<file path="config.mk">
export PLATFORM = sky130hd
export DESIGN_NAME = operand_entry_ctrl
export DESIGN_NICKNAME = d
export VERILOG_FILES = /design/src/rtl/operand_entry_ctrl.sv
export SDC_FILE = /design/constraint.sdc
export NUM_CORES = 1
export LEC_CHECK = 0
export ABC_AREA = 1
export CORE_ASPECT_RATIO = 1.1
export CORE_MARGIN = 3
export CORE_UTILIZATION = 54
export DETAILED_ROUTE_END_ITERATION = 8
export PLACE_DENSITY = 0.91
export REMOVE_ABC_BUFFERS = 1
export SYNTH_ARGS = -nofsm -noshare
export SYNTH_HDL_FRONTEND = slang
export SYNTH_SLANG_ARGS = --single-unit
</file>
<file path="constraint.sdc">
create_clock -name clk -period 2.6 [get_ports clk]
set_input_delay 0.39 -clock clk [delete_from_list [all_inputs] [get_ports clk]]
set_output_delay 0.39 -clock clk [all_outputs]
set_load 0.005 [all_outputs]
</file>
<file path="src/rtl/operand_entry_ctrl.sv">
// Keypad operand entry controller: collects decimal digits, commits operands A and B,
// and presents their sum; every output is registered.
module operand_entry_ctrl #(
  parameter int unsigned MAX_DIGITS = 3
) (
  input  logic        clk,
  input  logic        rst,
  input  logic        key_valid,
  input  logic [3:0]  key_code,
  output logic [9:0]  operand_a,
  output logic [9:0]  operand_b,
  output logic [10:0] sum,
  output logic [13:0] disp_value,
  output logic [1:0]  digit_count,
  output logic [1:0]  state_o,
  output logic        result_valid
);

  typedef enum logic [1:0] {
    ENTER_A     = 2'b00,
    ENTER_B     = 2'b01,
    SHOW_RESULT = 2'b10
  } state_t;

  localparam logic [1:0] MAX_CNT = 2'(MAX_DIGITS);

  localparam logic [3:0] KEY_A = 4'd10;
  localparam logic [3:0] KEY_B = 4'd11;
  localparam logic [3:0] KEY_C = 4'd12;
  localparam logic [3:0] KEY_D = 4'd13;

  state_t      state, state_n;
  logic [9:0]  acc, acc_n;
  logic [9:0]  opa_n, opb_n;
  logic [10:0] sum_n;
  logic [1:0]  cnt_n;
  logic        rv_n;
  logic [13:0] disp_n;
  logic        is_digit;
  logic [9:0]  acc_shift;

  assign is_digit  = (key_code < 4'd10);
  // acc*10 + digit; entries never exceed 999, so the 10-bit wrap is never reached
  assign acc_shift = (acc << 3) + (acc << 1) + {6'b0, key_code};
  assign state_o   = state;

  always_comb begin
    state_n = state;
    acc_n   = acc;
    cnt_n   = digit_count;
    opa_n   = operand_a;
    opb_n   = operand_b;
    sum_n   = sum;
    rv_n    = 1'b0;
    if (key_valid) begin
      if (is_digit) begin
        if (state == SHOW_RESULT) begin
          acc_n   = {6'b0, key_code};
          cnt_n   = 2'd1;
          state_n = ENTER_A;
        end else if (digit_count < MAX_CNT) begin
          acc_n = acc_shift;
          cnt_n = digit_count + 2'd1;
        end
      end else begin
        unique case (key_code)
          KEY_A: if (state == ENTER_A && digit_count != 2'd0) begin
            opa_n   = acc;
            acc_n   = '0;
            cnt_n   = '0;
            state_n = ENTER_B;
          end
          KEY_B: if (state == ENTER_B && digit_count != 2'd0) begin
            opb_n   = acc;
            sum_n   = {1'b0, operand_a} + {1'b0, acc};
            acc_n   = '0;
            cnt_n   = '0;
            rv_n    = 1'b1;
            state_n = SHOW_RESULT;
          end
          KEY_C: begin
            acc_n = '0;
            cnt_n = '0;
          end
          KEY_D: begin
            acc_n   = '0;
            cnt_n   = '0;
            opa_n   = '0;
            opb_n   = '0;
            sum_n   = '0;
            state_n = ENTER_A;
          end
          default: ;
        endcase
      end
    end
    disp_n = (state_n == SHOW_RESULT) ? {3'b0, sum_n} : {4'b0, acc_n};
  end

  always_ff @(posedge clk or posedge rst) begin
    if (rst) begin
      state        <= ENTER_A;
      acc          <= '0;
      digit_count  <= '0;
      operand_a    <= '0;
      operand_b    <= '0;
      sum          <= '0;
      disp_value   <= '0;
      result_valid <= 1'b0;
    end else begin
      state        <= state_n;
      acc          <= acc_n;
      digit_count  <= cnt_n;
      operand_a    <= opa_n;
      operand_b    <= opb_n;
      sum          <= sum_n;
      disp_value   <= disp_n;
      result_valid <= rv_n;
    end
  end

endmodule

</file>
Word-level counts from Yosys, hierarchy flattened

Cells that the tools add are included.

Order comparisons: 2
Multiplexer cells: 32
Bitwise operators: 1
Reductions and logical operators: 11
Eq/ne operators: 12
Add/sub/neg operators: 4

Operators by type and width:

| cell                                                                   | number |
|---|---|
| 10-bit two-way mux                                                     | 8 |
| 11-bit two-way mux                                                     | 4 |
| 10-bit one-hot mux with 2 select lines                                 | 2 |
| 10-bit one-hot mux with 3 select lines                                 | 1 |
| 11-bit one-hot mux with 2 select lines                                 | 1 |
| 2-bit two-way mux                                                      | 10 |
| 4-bit equality test (second input constant)                            | 4 |
| 2-bit one-hot mux with 3 select lines                                  | 2 |
| 10-bit by 10-bit adder with 11-bit output                              | 1 |
| 10-bit adder                                                           | 1 |
| 10-bit by 4-bit adder with 10-bit output                               | 1 |
| 4-bit AND reduction                                                    | 2 |
| 3-bit != test (second input constant)                                  | 2 |
| 2-bit nonzero test                                                     | 3 |
| 5-bit AND reduction                                                    | 1 |
| 2-bit equality test (second input constant)                            | 2 |
| 4-bit less-than comparator (second input constant)                     | 1 |
| 1-bit two-way mux                                                      | 4 |
| 2-bit != test (second input constant)                                  | 2 |
| 4-bit nonzero test                                                     | 1 |
| 3-bit by 1-bit != test with 1-bit output (second input constant)       | 1 |
| 2-bit by 1-bit adder with 2-bit output (second input constant)         | 1 |
| 2-bit by 1-bit equality test with 1-bit output (second input constant) | 1 |
| 1-bit logical AND                                                      | 2 |
| other kinds (4)                                                        | 4 |

Input bits: 7
Output and inout port bits: 50
Logic and storage cells: 70
Register bits: 57

Depth between registers and ports, before layout

Depth in word-level cells: 8
Depth in mapped cells: 14
Depth with buffers taken out: 14

Least setup slack after synthesis

No wires, ideal clock.

Path type: input port to flip-flop
From: input key_code[3]
To: register disp_value[6]
Stages: 11
Setup time: 0.116 ns
Buffers on the path: 0
Slack: 0.373 ns
Data arrival time: 2.111 ns
Cell sequence: inv_1 > fa_1 > inv_1 > fa_1 > nand3_1 > nand2_1 > or2_2 > nand3_1 > nand2_1 > nand2_1 > nand2_1

Word-level cells in the longest chain between the ends: 6

Ends and longest elaborated chain:

| element                                                                                | RTL line | text |
|---|---|---|
| start: declaration                                                                     | 9        | `input logic [3:0] key_code,` |
| 10-bit by 4-bit adder with 10-bit output / 4-bit equality test (equally long branches) | 44, 66   |  |
| 10-bit two-way mux / 2-bit OR reduction (equally long branches)                        | -        |  |
| 10-bit two-way mux / 10-bit one-hot mux with 3 select lines (equally long branches)    | 57, 66   |  |
| 10-bit two-way mux (*)                                                                 | 56       | `if (is_digit) begin` |
| 10-bit two-way mux (*)                                                                 | 55       | `if (key_valid) begin` |
| net acc_n[6]                                                                           | 33       | `logic [9:0] acc, acc_n;` |
| 11-bit two-way mux (*)                                                                 | 97       | `disp_n = (state_n == SHOW_RESULT) ? {3'b0, sum_n} : {4'b0, acc_n};` |
| net disp_n[6]                                                                          | 38       | `logic [13:0] disp_n;` |
| end signal: assignment                                                                 | 117      | `disp_value <= disp_n;` |
| end: declaration                                                                       | 13       | `output logic [13:0] disp_value,` |

Mark *: on every way through the listed nets, which the timed path passes. The rest lies on a longest branch.
A chain may end at the register's enable or synchronous reset.

Final worst setup path

Ends and elaborated chain as after synthesis.

==> summary.txt <==
Run status
  – Outcome: completed

Worst setup path
  – WS Path Type: in -> reg
  – Required time worst endpoint: 2840 ps
  – Most frequent CP cell: nand2_1
  – Reg-to-reg setup timing slack: 320 ps
  – Critical Path Start: key_code[3]
  – Reg2reg end: disp_value[6]
  – Worst path top cell family by delay: adder cells
  – Worst Setup EP: disp_value[6]
  – Crit-path max FO: 2
  – Critical path buffers and inverters: 3
  – Crit path cell chain: clkdlybuf4s50_1 -> inv_1 -> fa_1 -> inv_1 -> fa_2 -> nand3_1 -> nand2_1 -> or2_2 -> nand3_1 -> nand2_1 -> nand2_1 -> nand2_1
  – CP max stage delay: 540 ps
  – Reg2Reg Launch Point: acc[0]
  – Startpoint type of the worst setup path: primary input
  – Worst Setup End Kind: flop
  – R2R depth: 11
  – Worst Path Arrival: around 2700 ps
  – CP max-delay cell: fa_1
  – Stages on worst setup path: 12

Timing
  – Crit share post-route: 0.955
  – Clk_skew: 7.64 ps
  – Slew Viols, Final: 0
  – Unrepaired setup endpoints after global routing: no
  – Fmax: 403 MHz
  – Slew headroom: 0.649
  – Final Hold Fails: 0
  – Worst Tran Pin Value: between 500 and 600 ps
  – Final Critical Period: 2480 ps
  – Final setup violation count: 0
  – Setup_tns: 0 ps

Finish
  – Util after Layout: 0.706
  – Area grow syn2layout: 25.1%
  – Fillers: 541
  – ANT cells: 0
  – Share of post-route cells with drive strength above 1: 0.0978
  – Final nets: 573

Yosys
  – Synth top area share: 0.405
  – Mapped Area: approximately 0.0035 sq mm
  – Post-synthesis sequential area ratio: 0.405
  – Cell taking the most area after synthesis: dfrtp_1
  – Synth cell types: 33
  – Synthesized flop and latch total: 57
  – Syn avg cell area: 7.49 sq um
  – Yosys warnings: 0
  – Post-Syn Instances: 470
  – Synth top area cells: dfrtp_1 (41%), nand2_1 (20%), ha_1 (9.2%)

Drt
  – Metal-1 WL: 3.68 mm
  – WL/cell: 14.7 microns
  – Final WL: 9.13 mm
  – Vias: 3392
  – Met2 wire length: approximately 4.6 mm
  – Avg Vias per Cell: roughly 5.5
  – First-pass DRT Iterations: 5
  – First-iteration detailed-routing DRC count: around 220
  – Antenna viol nets, final: 0
  – DRC viols: 0
  – DR WL met3: 437 microns
  – Highest Signal Layer: met4

Clock tree
  – Clock Tree Buf Depth: 2
  – Root buf cell: clkbuf_8
  – CTS H-tree depth: 3
  – Clock slew at reported path FFs: 70 ps
  – Clk_lat worst skew: 350 ps
  – CTS tree: done
  – Num CTS Buffers: 9
  – Clock Sinks: between 50 and 60
  – Hold bufs inserted after CTS: 0

GRT
  – Initial antenna violation count: 0
  – Total GRT Usage: 0.256
  – First-pass GRT wire length: 15.4 mm
  – Vias in the first global route: approximately 3400
  – Largest net degree at the start of global routing: 35
  – Gr ovfl total: 0

Pwr
  – Lkg Pwr: ~2.3 nW
  – Pwr Density: between 1000 and 1500 mW/mm^2
  – Peak supply drop: 530 uV
  – Tot Pwr: 4.45 mW

Die
  – Die height: 90.7 microns
  – Row Count: 30
  – Initial Utilization: 0.565
  – Chip Width: ~83 microns
  – Core Area: just over 0.006 sq mm
  – Ports: 57
  – Die Area: 0.00752 sq mm

Worst hold path
  – Min-Delay Path Class: in -> async

Placed design
  – HPWL after DPL: 6.85 mm
  – Placer Congestion: 0.933
  – I/O Buffers: 53

Flow run
  – Max-cap violations: 0
## registers in the layout, summed over array words and instances (netlist names)
signal and flops:
acc 10, operand_b 10, disp_value 11, sum 11, operand_a 10, state_o 2
digit_count 2, result_valid 1
## cells in the mapped netlist
library cell,count
a21oi_4,1
nor3_2,1
nor2_2,4
nor3_1,2
nor3_4,1
a21oi_1,9
o21ai_1,10
o21ai_0,13
nand3b_1,3
nand2_2,3
clkbuf_1,1
o21bai_1,2
nand3_2,2
a211oi_1,1
nand4_1,6
xor2_1,2
fa_1,3
nand2_1,186
nor2_8,1
ha_1,26
a21oi_2,1
buf_4,6
conb_1,1
dfrtp_1,57
inv_2,5
or2_2,3
nand3_1,28
xnor2_1,2
buf_2,3
nor2_1,27
o21ai_2,1
o2111ai_1,2
inv_1,57
## report_power, final
group | internal, mW | switching [mW]
registers | 1.15 | 0.237
clock network | 0.491 | 0.377
logic | 1.00 | 1.20
## placed cells by master (no fill, tap or decap), types with 2 or more instances in the layout
| cell type | n |
|---|---|
| a21oi_1 | 9 |
| buf_4 | 10 |
| clkbuf_8 | 11 |
| clkdlybuf4s50_1 | 53 |
| clkinv_2 | 3 |
| conb_1 | 3 |
| dfrtp_1 | 57 |
| fa_1 | 2 |
| ha_1 | 26 |
| inv_1 | 56 |
| inv_2 | 6 |
| nand2_1 | 186 |
| nand2_2 | 3 |
| nand3_1 | 28 |
| nand3_2 | 2 |
| nand3b_1 | 3 |
| nand4_1 | 6 |
| nor2_1 | 27 |
| nor2_2 | 4 |
| nor3_1 | 2 |
| o2111ai_1 | 2 |
| o21ai_0 | 13 |
| o21ai_1 | 10 |
| o21bai_1 | 2 |
| or2_2 | 3 |
| xnor2_1 | 2 |
| xor2_1 | 2 |
## metrics by stage
| stage | setup WS, ps | instance area, sq um | instances | hold WS (ps) |
|---|---|---|---|---|
| 2_1_floorplan | 150 | 3460 | 462 | 472 |
| 3_3_place_gp | -180 | 4190 | 606 | 462 |
| 3_5_place_dp | -244 | 4190 | 606 | 465 |
| 4_1_cts | 87.9 | 4400 | 622 | 415 |
| 5_1_grt | 5.99 | 4400 | 622 | 445 |
| 6_report | 117 | 4400 | 622 | 403 |
## metal layers
layer,GRT usage,up-vias
met3,0.0511,40
li1,-,1609
met1,0.296,1597
met2,0.440,146
met4,0.147,0
met5,0,-
## final cells by class
type | count | area, sq um | share of cell area
clock buffers | 11 | 151 | 0.0344
clock inverters | 5 | 53.8 | 0.0122
inverters | 62 | 233 | 0.0529
multi-input cells | 343 | 1810 | 0.412
flip-flops and latches | 57 | 1430 | 0.324
well taps | 80 | 100 | 0.0227
repair buffers | 64 | 626 | 0.142
## cell families after synthesis
| family | after synthesis | synth area share |
|---|---|---|
| adders and majority gates | 29 | 0.109 |
| buffers and inverters | 72 | 0.0843 |
| AOI/OAI and AO/OA | 40 | 0.0665 |
| DFF | 57 | 0.405 |
| xor gates and xnor gates | 4 | 0.00996 |
| and+or+nand+nor | 267 | 0.324 |
| other | 1 | 0.00107 |
## how the worst min path moves through the flow
stage | from | slack (ps) | depth (start not counted) | to
after floorplan | operand_b[0] | 470 | 2 | operand_b[0]
after global placement | operand_b[6] | 460 | 2 | operand_b[6]
after detailed placement | operand_b[8] | 460 | 2 | operand_b[8]
after CTS | rst | 420 | 2 | disp_value[3]
after global routing | rst | 450 | 2 | disp_value[10]
final | rst | 400 | 2 | sum[10]
## what timing repair did
item,in CTS,in global routing
buffers inserted,0,0
endpoints found under the setup margin,0,1
gates resized for setup,0,1
(Power assumes the default switching activity.)
==> edit 1: new RTL, same flow settings <==
Reset style: synchronous (`rst`), changed in one clocked block.
--- a/src/rtl/operand_entry_ctrl.sv
+++ b/src/rtl/operand_entry_ctrl.sv
@@ -97,7 +97,7 @@
     disp_n = (state_n == SHOW_RESULT) ? {3'b0, sum_n} : {4'b0, acc_n};
   end
 
-  always_ff @(posedge clk or posedge rst) begin
+  always_ff @(posedge clk) begin
     if (rst) begin
       state        <= ENTER_A;
       acc          <= '0;
Formal check against the unedited RTL: differs if rst is asserted again (counterexample within 4 cycles, from zero or initial values and one cycle with rst high); with rst held inactive, the same outputs for 4 cycles.
==> edit 1 against the original RTL <==
Routed wire length rose by 6.7%; sequential cell count did not move; non-clock buffer count rose by 3; setup slack improved by 0.041 ns; count of clock-buffer cells in the layout did not move; synthesized area rose by 0.68%; design area fell by 0.31%.
Power is not compared: it rests on default switching activity, and its combinational part moved more than twofold at a synthesized area within 25%.
==> edit 1: results (changes against the original RTL) <==
p_leak_nw: 2.131
grt_max_degree: 34  # -2.9%
grt_usage: 0.2631  # +0.006752
synth_top_family_by_area: "simple AND/OR/NAND/NOR gates"
htree_levels: 3  # unchanged
post_cts_buffers: 0  # unchanged
synth_seq_area_share: 0.3220  # -0.08323
cp_top_family: "adder cells"
viasPerCell: 5.519  # +1.2%
synth_xor_area_frac: 0.007415  # -0.002539
worstHoldStart: "operand_b[8]"
grt_pass1_wl_um: 16110  # +4.3%
post_cts_resized: 0  # unchanged
reg2reg_slack_ns: 0.38  # +0.06 ns
path_clk_slew_ns: 0.07  # about the same
cp_slowest_stage_delay_ns: 0.59  # +0.05 ns
cts_buffers: 9  # unchanged
synth.distinct_cells: 38  # +15%
reg_top3: "disp_value x11, sum x11"
whs_ns: 0.4639  # +0.06069 ns
finClkSkew_ns: 0.01065  # +0.003012 ns
final_layout_size_suffix_gt1_frac: 0.09983  # +0.002045
muxShareOfSynthArea: 0  # unchanged
synthTopCellsByArea: "dfxtp_1 32%, nand2_1 14%, ha_1 9.2%"
root_buffer: "clkbuf_8"
hold_path.class: "reg -> reg"
cp_max_fo: 3  # +1
fin_nets: 622  # +8.6%
wl_per_cell_um: 14.51  # -1.1%
gp_congestion: 0.9633  # +3.3%
n_antenna_cell: 0  # unchanged
crit_arrival_ns: 2.67  # -0.05 ns
drt_pass1_iterations: 5  # unchanged
startpoint: "key_code[3]"
p_int_mw: 1.513
hpwl_um: 7335  # +7.1%
slew_headroom: 0.5297  # -0.1190
clk-insertion-delay-late_ns: 0.34
drt-initial-drc-count: 356  # +64%
io_buffers: 53  # unchanged
grt_pass1_vias: 3569  # +5.3%
yosys-top-cells-count: "136 x nand2_1, 67 x nor2_1, 65 x inv_1"
r2r-start: "acc[0]"
clockBufferDepth: 2  # unchanged
yosys_warnings: 0  # unchanged
synth-async-reset-ratio: 0  # -1.000
synthAdderAreaFrac: 0.1088  # -0.0007346
outcome: "completed"
synth-compound-area-share: 0.1130  # +0.04652
edit 1: metrics by stage:
stage / setup WS [ns] / setup TNS [ns] / util / std cells / area (um^2)
6_report: 0.1579 / 0 / 0.7000 / 671 / 4388
5_1_grt: 0.04822 / 0 / 0.7000 / 671 / 4388
4_1_cts: 0.1601 / 0 / 0.7000 / 671 / 4388
3_5_place_dp: -0.1920 / -0.9969 / 0.6687 / 655 / 4192
3_3_place_gp: -0.1495 / -0.5859 / 0.6687 / 655 / 4192
2_1_floorplan: 0.4189 / 0 / - / 508 / 3456
edit 1: path summary, 6_finish.rpt:
| path | to | cells past startpoint |
|---|---|---|
| setup / recovery | disp_value[5] | 12 |
| hold / removal | operand_b[8] | 2 |
| setup reg to reg | disp_value[5] | 11 |
| hold reg to reg | operand_b[8] | 2 |
edit 1: worst register-to-register path: cells and delay by family, from the launching register on:
family        cells  cell delay [ns]
fa+ha+maj         2             0.86
buf+inv           2             0.13
flops             1             0.34
simple gates      7             0.77
edit 1: final cells by class:
class	count	area, um^2
inverters	72	270.3
clock buffers	11	141.4
fillers	496	1881
multi-input cells	379	2044
repair buffers	67	635.6
well taps	80	100.1
clock inverters	5	55.05
flip-flops and latches	57	1141
edit 1: kinds of logic (layout without fill, tap and decap cells):
| logic type | after synthesis | after routing |
|---|---|---|
| buf+inv | 87 | 155 |
| simple gates | 269 | 269 |
| other cells | 1 | 3 |
| compound gates | 75 | 75 |
| fa+ha+maj | 29 | 29 |
| xor+xnor | 3 | 3 |
| flops | 57 | 57 |
edit 1: per-layer routing:
metal / track usage / routed length, um / up-vias
met3: 0.04356 / 660 / 50
li1: - / - / 1789
met4: 0.1880 / 658 / 0
met5: 0 / 0 / -
met2: 0.4512 / 4539 / 199
met1: 0.2931 / 3877 / 1665
edit 1: power groups by stage:
| stage | logic [mW] | registers (mW) | clock network [mW] |
|---|---|---|---|
| finish | 0.349 | 0.930 | 0.833 |
| global route | 0.385 | 0.932 | 0.879 |
| CTS | 0.345 | 0.929 | 0.834 |
| detailed placement | 0.341 | 0.949 | 0 |
| global placement | 0.330 | 0.947 | 0 |
| floorplan | 0.199 | 0.942 | 0 |
==> edit 2: new RTL, same settings <==
Without the edit above. Remove the register `result_valid`: a continuous assignment takes its place, so the output `result_valid` follows one clock earlier.
--- a/src/rtl/operand_entry_ctrl.sv
+++ b/src/rtl/operand_entry_ctrl.sv
@@ -106,7 +106,6 @@
       operand_b    <= '0;
       sum          <= '0;
       disp_value   <= '0;
-      result_valid <= 1'b0;
     end else begin
       state        <= state_n;
       acc          <= acc_n;
@@ -115,9 +114,10 @@
       operand_b    <= opb_n;
       sum          <= sum_n;
       disp_value   <= disp_n;
-      result_valid <= rv_n;
     end
   end
 
+  assign result_valid = rv_n;
+
 endmodule
 
Function: changed (a bounded check fails within 4 cycles, from zero or initial values and one cycle with rst high).
==> edit 2 against the original RTL <==
Largest power group unchanged; worst hold slack gained 0.043 ns; design area decreased by 2.0%; setup slack improved by 0.013 ns; non-clock buffer count up 1; register-to-register slack got worse by 0.05 ns; sequential cell count decreased by 1; clock skew is 0.0029 ns higher; sequential share of layout area rose by 0.096 points; fmax is 0.54% higher; synthesized area fell by 0.71%; routed wire length down 0.47%; total power fell by 6.0%; utilization decreased by 1.4 points.
==> edit 2: results (changes against the original RTL) <==
path_clk_slew_ns: 0.11  # +0.04 ns
clock_buffers: 5  # -6
grt_pass1_wl_um: 15880  # +2.8%
cp_max_fo: 6  # +4
peakVddDrop_mv: 0.5533  # +4.4%
p_clk_uw: 622  # -28%
gp_congestion: 0.9295  # -0.35%
num-multi-input-gates: 343  # unchanged
synth_xor_area_frac: 0.01003  # +0.00007128
hold_violations: 0  # unchanged
grt_usage: 0.2703  # +0.01394
grt_pass1_vias: 3412  # +0.68%
hpwl_um: 6922  # +1.0%
post_cts_buffers: 0  # unchanged
clk-insertion-delay-late_ns: 0.32  # -0.03 ns
synth_seq_area_share: 0.4010  # -0.004259
p_leak_nw: 2.272  # -2.5%
drt_pass1_iterations: 4  # -1
drt-initial-drc-count: 221  # +1.8%
reg_top3: "disp_value x11, sum x11"
combPwrFrac: 0.524  # +0.030
pre_cts_slack_ns: -0.2298  # +0.01416 ns
buffers: 65  # +1.6%
finClkSkew_ns: 0.01052  # +0.002877 ns
grt_max_degree: 31  # -11%
final_layout_size_suffix_gt1_frac: 0.08614  # -0.01164
placed_area_um2: 4177  # -0.42%
hold_path.class: "in -> async"
outcome: "completed"
clk_share: 0.02757  # -0.01905
synthAdderAreaFrac: 0.1103  # +0.0007840
htree_levels: 2  # -1
yosys-top-cells-count: "186 x nand2_1, 57 x inv_1, 56 x dfrtp_1"
ys_ff_latch: 56  # -1.8%
seq_area_frac: 0.3250  # +0.0009649
n_fill_cell: 517  # -4.4%
viasPerCell: 5.358  # -1.7%
multi_input_area_um2: 1826  # +0.76%
bufAreaShareNonClock: 0.1468  # +0.004710
root_buffer: "clkbuf_8"
design_area_um2: 4312  # -2.0%
wl_per_cell_um: 14.79  # +0.83%
clockBufferDepth: 2  # unchanged
synthTopCellsByArea: "dfrtp_1 40%, nand2_1 20%, ha_1 9.3%"
fin_nets: 569  # -0.70%
n_antenna_cell: 0  # unchanged
syn_area_per_cell_um2: 7.451  # -0.50%
p_per_area_nw_per_um2: 970.8  # -4.1%
vias: 3290  # -3.0%
synth-main-ff-cell: "dfrtp_1"
switching_share: 0.4206  # +0.01364
crit_arrival_ns: 2.08  # -0.64 ns
slew_headroom: 0.5991  # -0.04961
synth-compound-area-share: 0.06695  # +0.0004760
post_cts_resized: 0  # unchanged
antenna_found_initial: 0  # unchanged
==> edit 2: final timing paths <==
kind                                startpoint              to  slack [ns]  depth (start not counted)
worst max-delay path            digit_count[0]    result_valid        0.13                          6
worst min-delay path                       rst         sum[10]        0.45                          2
worst max register to register          acc[0]   disp_value[7]        0.27                         13
worst min register to register    operand_b[0]    operand_b[0]        0.49                          2
max in group asynchronous                  rst  digit_count[1]        1.58                          3
min in group clk                  operand_b[0]    operand_b[0]        0.49                          2
==> edit 2: metal layers <==
layer  track usage  vias up  wire length [um]
li1              -     1598                 -
met1        0.3361     1547              3678
met2        0.4512      109              4631
met3       0.04092       36               393
met4        0.1240        0               380
met5             0        -                 0
==> edit 2: worst max-delay path: stages (launching register included) <==
cell             delay [ns]
dfrtp_1                0.41
inv_1                  0.07
ha_1                   0.26
nor3_4                 0.28
nand3_4                0.16
inv_2                  0.09
clkdlybuf4s50_1        0.49
